`src/rtl/wb_regfile_pkg.sv`:
```
// Shared writeback-stage constants: control bit positions, datapath widths
// and the hardwired zero register index.
package wb_regfile_pkg;

  localparam int DATA_W = 32;
  localparam int ADDR_W = 5;

  localparam int CTRL_WB_REGWRITE = 1;
  localparam int CTRL_WB_MEMTOREG = 0;

  localparam logic [ADDR_W-1:0] REG_ZERO = 5'd0;

endpackage

```
`src/rtl/wb_regfile_core.sv`:
```
// Raw register storage: asynchronous clear, one write port and two
// unqualified combinational read ports.
module regfile_core #(
  parameter int DATA_W   = 32,
  parameter int ADDR_W   = 5,
  parameter int NUM_REGS = 32
) (
  input  logic              clk,
  input  logic              reset,
  input  logic              we,
  input  logic [ADDR_W-1:0] waddr,
  input  logic [DATA_W-1:0] wdata,
  input  logic [ADDR_W-1:0] raddr1,
  input  logic [ADDR_W-1:0] raddr2,
  output logic [DATA_W-1:0] rdata1,
  output logic [DATA_W-1:0] rdata2
);

  logic [DATA_W-1:0] mem [NUM_REGS];

  // Storage array: cleared on reset, one write per edge when enabled.
  always_ff @(posedge clk or negedge reset) begin
    if (!reset) begin
      for (int i = 0; i < NUM_REGS; i++) begin
        mem[i] <= '0;
      end
    end else if (we) begin
      mem[waddr] <= wdata;
    end
  end

  assign rdata1 = mem[raddr1];
  assign rdata2 = mem[raddr2];

endmodule

```
`src/rtl/wb_regfile.sv`:
```
// Writeback stage: selects load/ALU data, commits it to the register file,
// bypasses same-cycle writes to the read ports and counts retired writes.
module wb_regfile #(
  parameter int DATA_W   = wb_regfile_pkg::DATA_W,
  parameter int ADDR_W   = wb_regfile_pkg::ADDR_W,
  parameter int NUM_REGS = 32,
  parameter int CNT_W    = 32
) (
  input  logic              clk,
  input  logic              reset,
  input  logic [1:0]        control_wb_in,
  input  logic [DATA_W-1:0] read_data_in,
  input  logic [DATA_W-1:0] alu_result_in,
  input  logic [ADDR_W-1:0] write_reg_in,
  input  logic [ADDR_W-1:0] read_reg1,
  input  logic [ADDR_W-1:0] read_reg2,
  output logic [DATA_W-1:0] read_data1,
  output logic [DATA_W-1:0] read_data2,
  output logic [DATA_W-1:0] wb_data,
  output logic              wb_we,
  output logic [ADDR_W-1:0] wb_reg,
  output logic [CNT_W-1:0]  wb_count
);

  import wb_regfile_pkg::*;

  logic              reg_write;
  logic              mem_to_reg;
  logic [DATA_W-1:0] raw1;
  logic [DATA_W-1:0] raw2;
  logic [CNT_W-1:0]  count;

  assign reg_write  = control_wb_in[CTRL_WB_REGWRITE];
  assign mem_to_reg = control_wb_in[CTRL_WB_MEMTOREG];
  assign wb_data    = mem_to_reg ? read_data_in : alu_result_in;
  assign wb_we      = reg_write && (write_reg_in != ADDR_W'(REG_ZERO));
  assign wb_reg     = write_reg_in;
  assign wb_count   = count;

  regfile_core #(
    .DATA_W  (DATA_W),
    .ADDR_W  (ADDR_W),
    .NUM_REGS(NUM_REGS)
  ) u_core (
    .clk   (clk),
    .reset (reset),
    .we    (wb_we),
    .waddr (write_reg_in),
    .wdata (wb_data),
    .raddr1(read_reg1),
    .raddr2(read_reg2),
    .rdata1(raw1),
    .rdata2(raw2)
  );

  // Read port 1: reset forces zero, r0 is hardwired, then bypass, then storage.
  always_comb begin
    read_data1 = '0;
    if (!reset) begin
      read_data1 = '0;
    end else if (read_reg1 == ADDR_W'(REG_ZERO)) begin
      read_data1 = '0;
    end else if (wb_we && (read_reg1 == write_reg_in)) begin
      read_data1 = wb_data;
    end else begin
      read_data1 = raw1;
    end
  end

  // Read port 2: same priority as port 1.
  always_comb begin
    read_data2 = '0;
    if (!reset) begin
      read_data2 = '0;
    end else if (read_reg2 == ADDR_W'(REG_ZERO)) begin
      read_data2 = '0;
    end else if (wb_we && (read_reg2 == write_reg_in)) begin
      read_data2 = wb_data;
    end else begin
      read_data2 = raw2;
    end
  end

  // Retired-write counter; wraps freely.
  always_ff @(posedge clk or negedge reset) begin
    if (!reset) begin
      count <= '0;
    end else if (wb_we) begin
      count <= count + CNT_W'(1);
    end
  end

endmodule

```
`config.mk`:
```
export PLATFORM = sky130hd
export DESIGN_NAME = wb_regfile
export DESIGN_NICKNAME = d
export VERILOG_FILES = /design/src/rtl/wb_regfile_pkg.sv /design/src/rtl/wb_regfile_core.sv /design/src/rtl/wb_regfile.sv
export SDC_FILE = /design/constraint.sdc
export NUM_CORES = 2
export LEC_CHECK = 0
export CORE_AREA = 10 10 498 500
export DETAILED_ROUTE_END_ITERATION = 12
export DIE_AREA = 0 0 508 510
export HOLD_SLACK_MARGIN = 0.06
export SYNTH_ARGS = -nofsm -noshare
export SYNTH_HDL_FRONTEND = slang
export SYNTH_HIERARCHICAL = 1
export SYNTH_SLANG_ARGS = --single-unit
```
`constraint.sdc`:
```
create_clock -name clk -period 5.1 [get_ports clk]
set_input_delay 1.53 -clock clk [delete_from_list [all_inputs] [get_ports clk]]
set_output_delay 1.53 -clock clk [all_outputs]
set_load 0.02 [all_outputs]
```
==> results_dict.tcl <==
set metrics [dict create \
    cp_slowest_cell "or4_4" \
    period_share_pct 101.7 \
    synth_fp_nets 5016 \
    grt_use_total_pct 16.99 \
    grt_max_degree 187 \
    clock_sinks 1056 \
    hold_buffers 0 \
    preCtsSetupSlack_ns -1.126 \
    place_congestion 0.8692 \
    insertion_delay_ns 0.71 \
    worst-slew-pin-transition_ns 1.155 \
    final_cell_mix "mux2i_1 (1059), dfrtp_1 (1056), mux2_2 (1018)" \
    grt_pass1_wl_um 332300 \
    path_class "in -> out" \
    synth-main-ff-cell "dfrtp_1" \
    hold_ws_ns 0.4873 \
    first_pass_iters 7 \
    routed_wl_um 230200 \
    overflow 0 \
    fp.dieW_um 508 \
    peakVddDrop_v 0.0002667 \
    die_h_um 510 \
    hp-class "reg -> reg" \
    ys_types 43 \
    setup_violations 12 \
    io_buffers 216 \
    worstSetupStartpointType "input pin" \
    vias_per_cell 5.157 \
    htree_num_levels 3 \
    first_iter_violations 3807 \
    synth.avg_cell_area_um2 12.01 \
    synth_edf_count 0 \
    max-clock-path-buffers 3 \
    fmax_mhz 192.8 \
    num_vias 45140 \
    final_max_slew_viol_count 0 \
    antenna_found_initial 3 \
    cts_tree "done" \
    die_area_mm2 0.2591 \
    p_leak_uw 0.03480 \
    crit_required_ns 3.57 \
    dp_hpwl_um 147000 \
    crit_chain "buf_6, or4_4, o21ai_4, buf_6, nor4_4, buf_12, buf_16, buf_8, mux2i_4, nor2_1, buf_4" \
    synthesis.area_mm2 0.05923 \
    arrival_ns 3.66 \
    worst-path-max-fanout 5 \
    final_util_pct 31.93 \
    ys_seq_area_share_pct 44.62 \
    failed_checks "negative setup slack" \
    synthToLayoutAreaGrowth_pct 28.00 \
    yosysWarnings 6 \
    rows 179 \
    relSlewSlack_pct 23.02 \
    skew_ns 0.007026 \
    worst_slack_ns -0.08635 \
    async_reset_ff_share_pct 100.0 \
    period_needed_ns 5.186 \
    pin_count 217 \
    path_clk_slew_ns 0.06 \
    layout_commonest_cell "mux2i_1" \
    power_density_mw_per_mm2 344.6 \
    nNetsFinal 5584 \
    syn_inst 4932 \
    cts_buffers 103 \
    wl_per_cell_um 26.31 \
    slowest_delay_ns 0.58 \
    floorplan.core_area_mm2 0.2374 \
    critPathBufInv 6 \
    critPathMostFrequentCell "buf_6" \
    critPathTopFamily "buffers and inverters" \
    status "finished, violations left" \
    ant_nets 0 \
    finalHoldViolCount 0 \
    drive_gt1_share_pct 38.84 \
    first_global_vias 46750 \
    end_kind "output pin" \
    ys_ff_latch 1056 \
    rsz0062_at_grt "yes" \
    start_util_pct 24.95 \
    root_buffer "clkbuf_16" \
    drc 0 \
    drv_cap 0 \
]
## layer usage
layer	global-route usage (%)	share of wire, %
met3	2.644	6.0
met5	0	0.0056
met2	28.11	47
met1	20.75	39
met4	10.49	7.4
## sequential cells by signal (all words and copies together) (netlist names)
signal / count
u_core/mem: 1024
wb_count: 32
## synth_stat cells (2+ instances only)
| master | count | area share (%) |
|---|---|---|
| a211oi_1 | 2 | 0.025 |
| a21oi_1 | 192 | 1.6 |
| a22o_1 | 128 | 1.9 |
| a22oi_1 | 192 | 2.4 |
| a31oi_1 | 64 | 0.68 |
| and2_1 | 3 | 0.032 |
| and3_1 | 9 | 0.095 |
| and4_1 | 4 | 0.059 |
| buf_1 | 32 | 0.20 |
| buf_2 | 111 | 0.94 |
| buf_4 | 64 | 0.81 |
| buf_6 | 62 | 1.2 |
| clkbuf_1 | 196 | 1.2 |
| dfrtp_1 | 1056 | 45 |
| inv_1 | 2 | 0.013 |
| mux2_1 | 37 | 0.70 |
| mux2_2 | 1018 | 19 |
| mux2i_1 | 1087 | 18 |
| nand2_1 | 228 | 1.4 |
| nand2b_1 | 4 | 0.042 |
| nand3_1 | 205 | 1.7 |
| nand3b_1 | 4 | 0.051 |
| nand4_1 | 8 | 0.085 |
| nor2_1 | 73 | 0.46 |
| nor2_4 | 16 | 0.30 |
| nor2b_1 | 4 | 0.042 |
| nor3_1 | 68 | 0.57 |
| nor3b_2 | 3 | 0.063 |
| nor4_4 | 3 | 0.11 |
| o21ai_1 | 2 | 0.017 |
| or2_2 | 3 | 0.032 |
| or4_1 | 2 | 0.025 |
| xnor2_1 | 28 | 0.41 |
| xor2_1 | 13 | 0.19 |
## power breakdown
| part | switching, uW | internal, uW | total [uW] |
|---|---|---|---|
| clock network | 3520 | 4740 | 8260 |
| logic | 3080 | 3330 | 6400 |
| registers | 1350 | 10100 | 11500 |
| total | 7940 | 18200 | 26100 |
## stage by stage
stage	std cells	total power, uW	cell area (um2)	TNS [ns]
after floorplan	4932	15140	59230	0
after global placement	8399	17340	69000	-46.12
after detailed placement	8399	17560	69000	-45.53
after CTS	8730	26160	75380	-0.5473
after global routing	8753	27290	75810	-0.6559
final	8753	26130	75810	-0.4726
## cell type report
| class | instances | area (um2) |
|---|---|---|
| fill | 23590 | 161600 |
| multi-input combinational | 3408 | 31070 |
| sequential | 1056 | 26430 |
| timing repair buffer | 928 | 10740 |
| tap | 3167 | 3963 |
| clock buffer | 144 | 3027 |
| clock inverter | 45 | 568.0 |
| inverter | 3 | 11.26 |
| antenna | 2 | 5.005 |
## cell families (layout without fill, tap and decap cells)
| logic type | count (synthesis) | after routing | synth area share, % |
|---|---|---|---|
| buffers and inverters | 468 | 1120 | 4.392 |
| AOI/OAI and AO/OA | 582 | 582 | 6.709 |
| muxes | 2142 | 2142 | 38.43 |
| xor gates and xnor gates | 41 | 41 | 0.6063 |
| DFF | 1056 | 1056 | 44.62 |
| and+or+nand+nor | 642 | 642 | 5.228 |
| adders and majority gates | 1 | 1 | 0.02112 |
| other | 0 | 2 | 0 |
## repair_timing
item                                    4_1_cts  5_1_grt
resized for setup                           483       78
endpoints found under the setup margin       65       57
setup buffers                               128       28
gates cloned                                 22        4
pin swaps                                    88       38
## path summary, 6_finish.rpt
path | from | end | slack [ns] | depth (start not counted)
setup reg to reg | wb_count[0]$_DFFE_PN0N_ | wb_count[16]$_DFFE_PN0N_ | 3.01 | 6
min in group asynchronous | reset | u_core/mem[526]$_DFFE_PN0P_ | 0.92 | 2
hold reg to reg | wb_count[31]$_DFFE_PN0N_ | wb_count[31]$_DFFE_PN0N_ | 0.49 | 1
hold / removal | wb_count[31]$_DFFE_PN0N_ | wb_count[31]$_DFFE_PN0N_ | 0.49 | 1
setup / recovery | write_reg_in[4] | read_data1[30] | -0.09 | 11
max in group asynchronous | reset | u_core/mem[583]$_DFFE_PN0P_ | 1.70 | 4
Note: power is estimated with default switching activity, not from simulation.
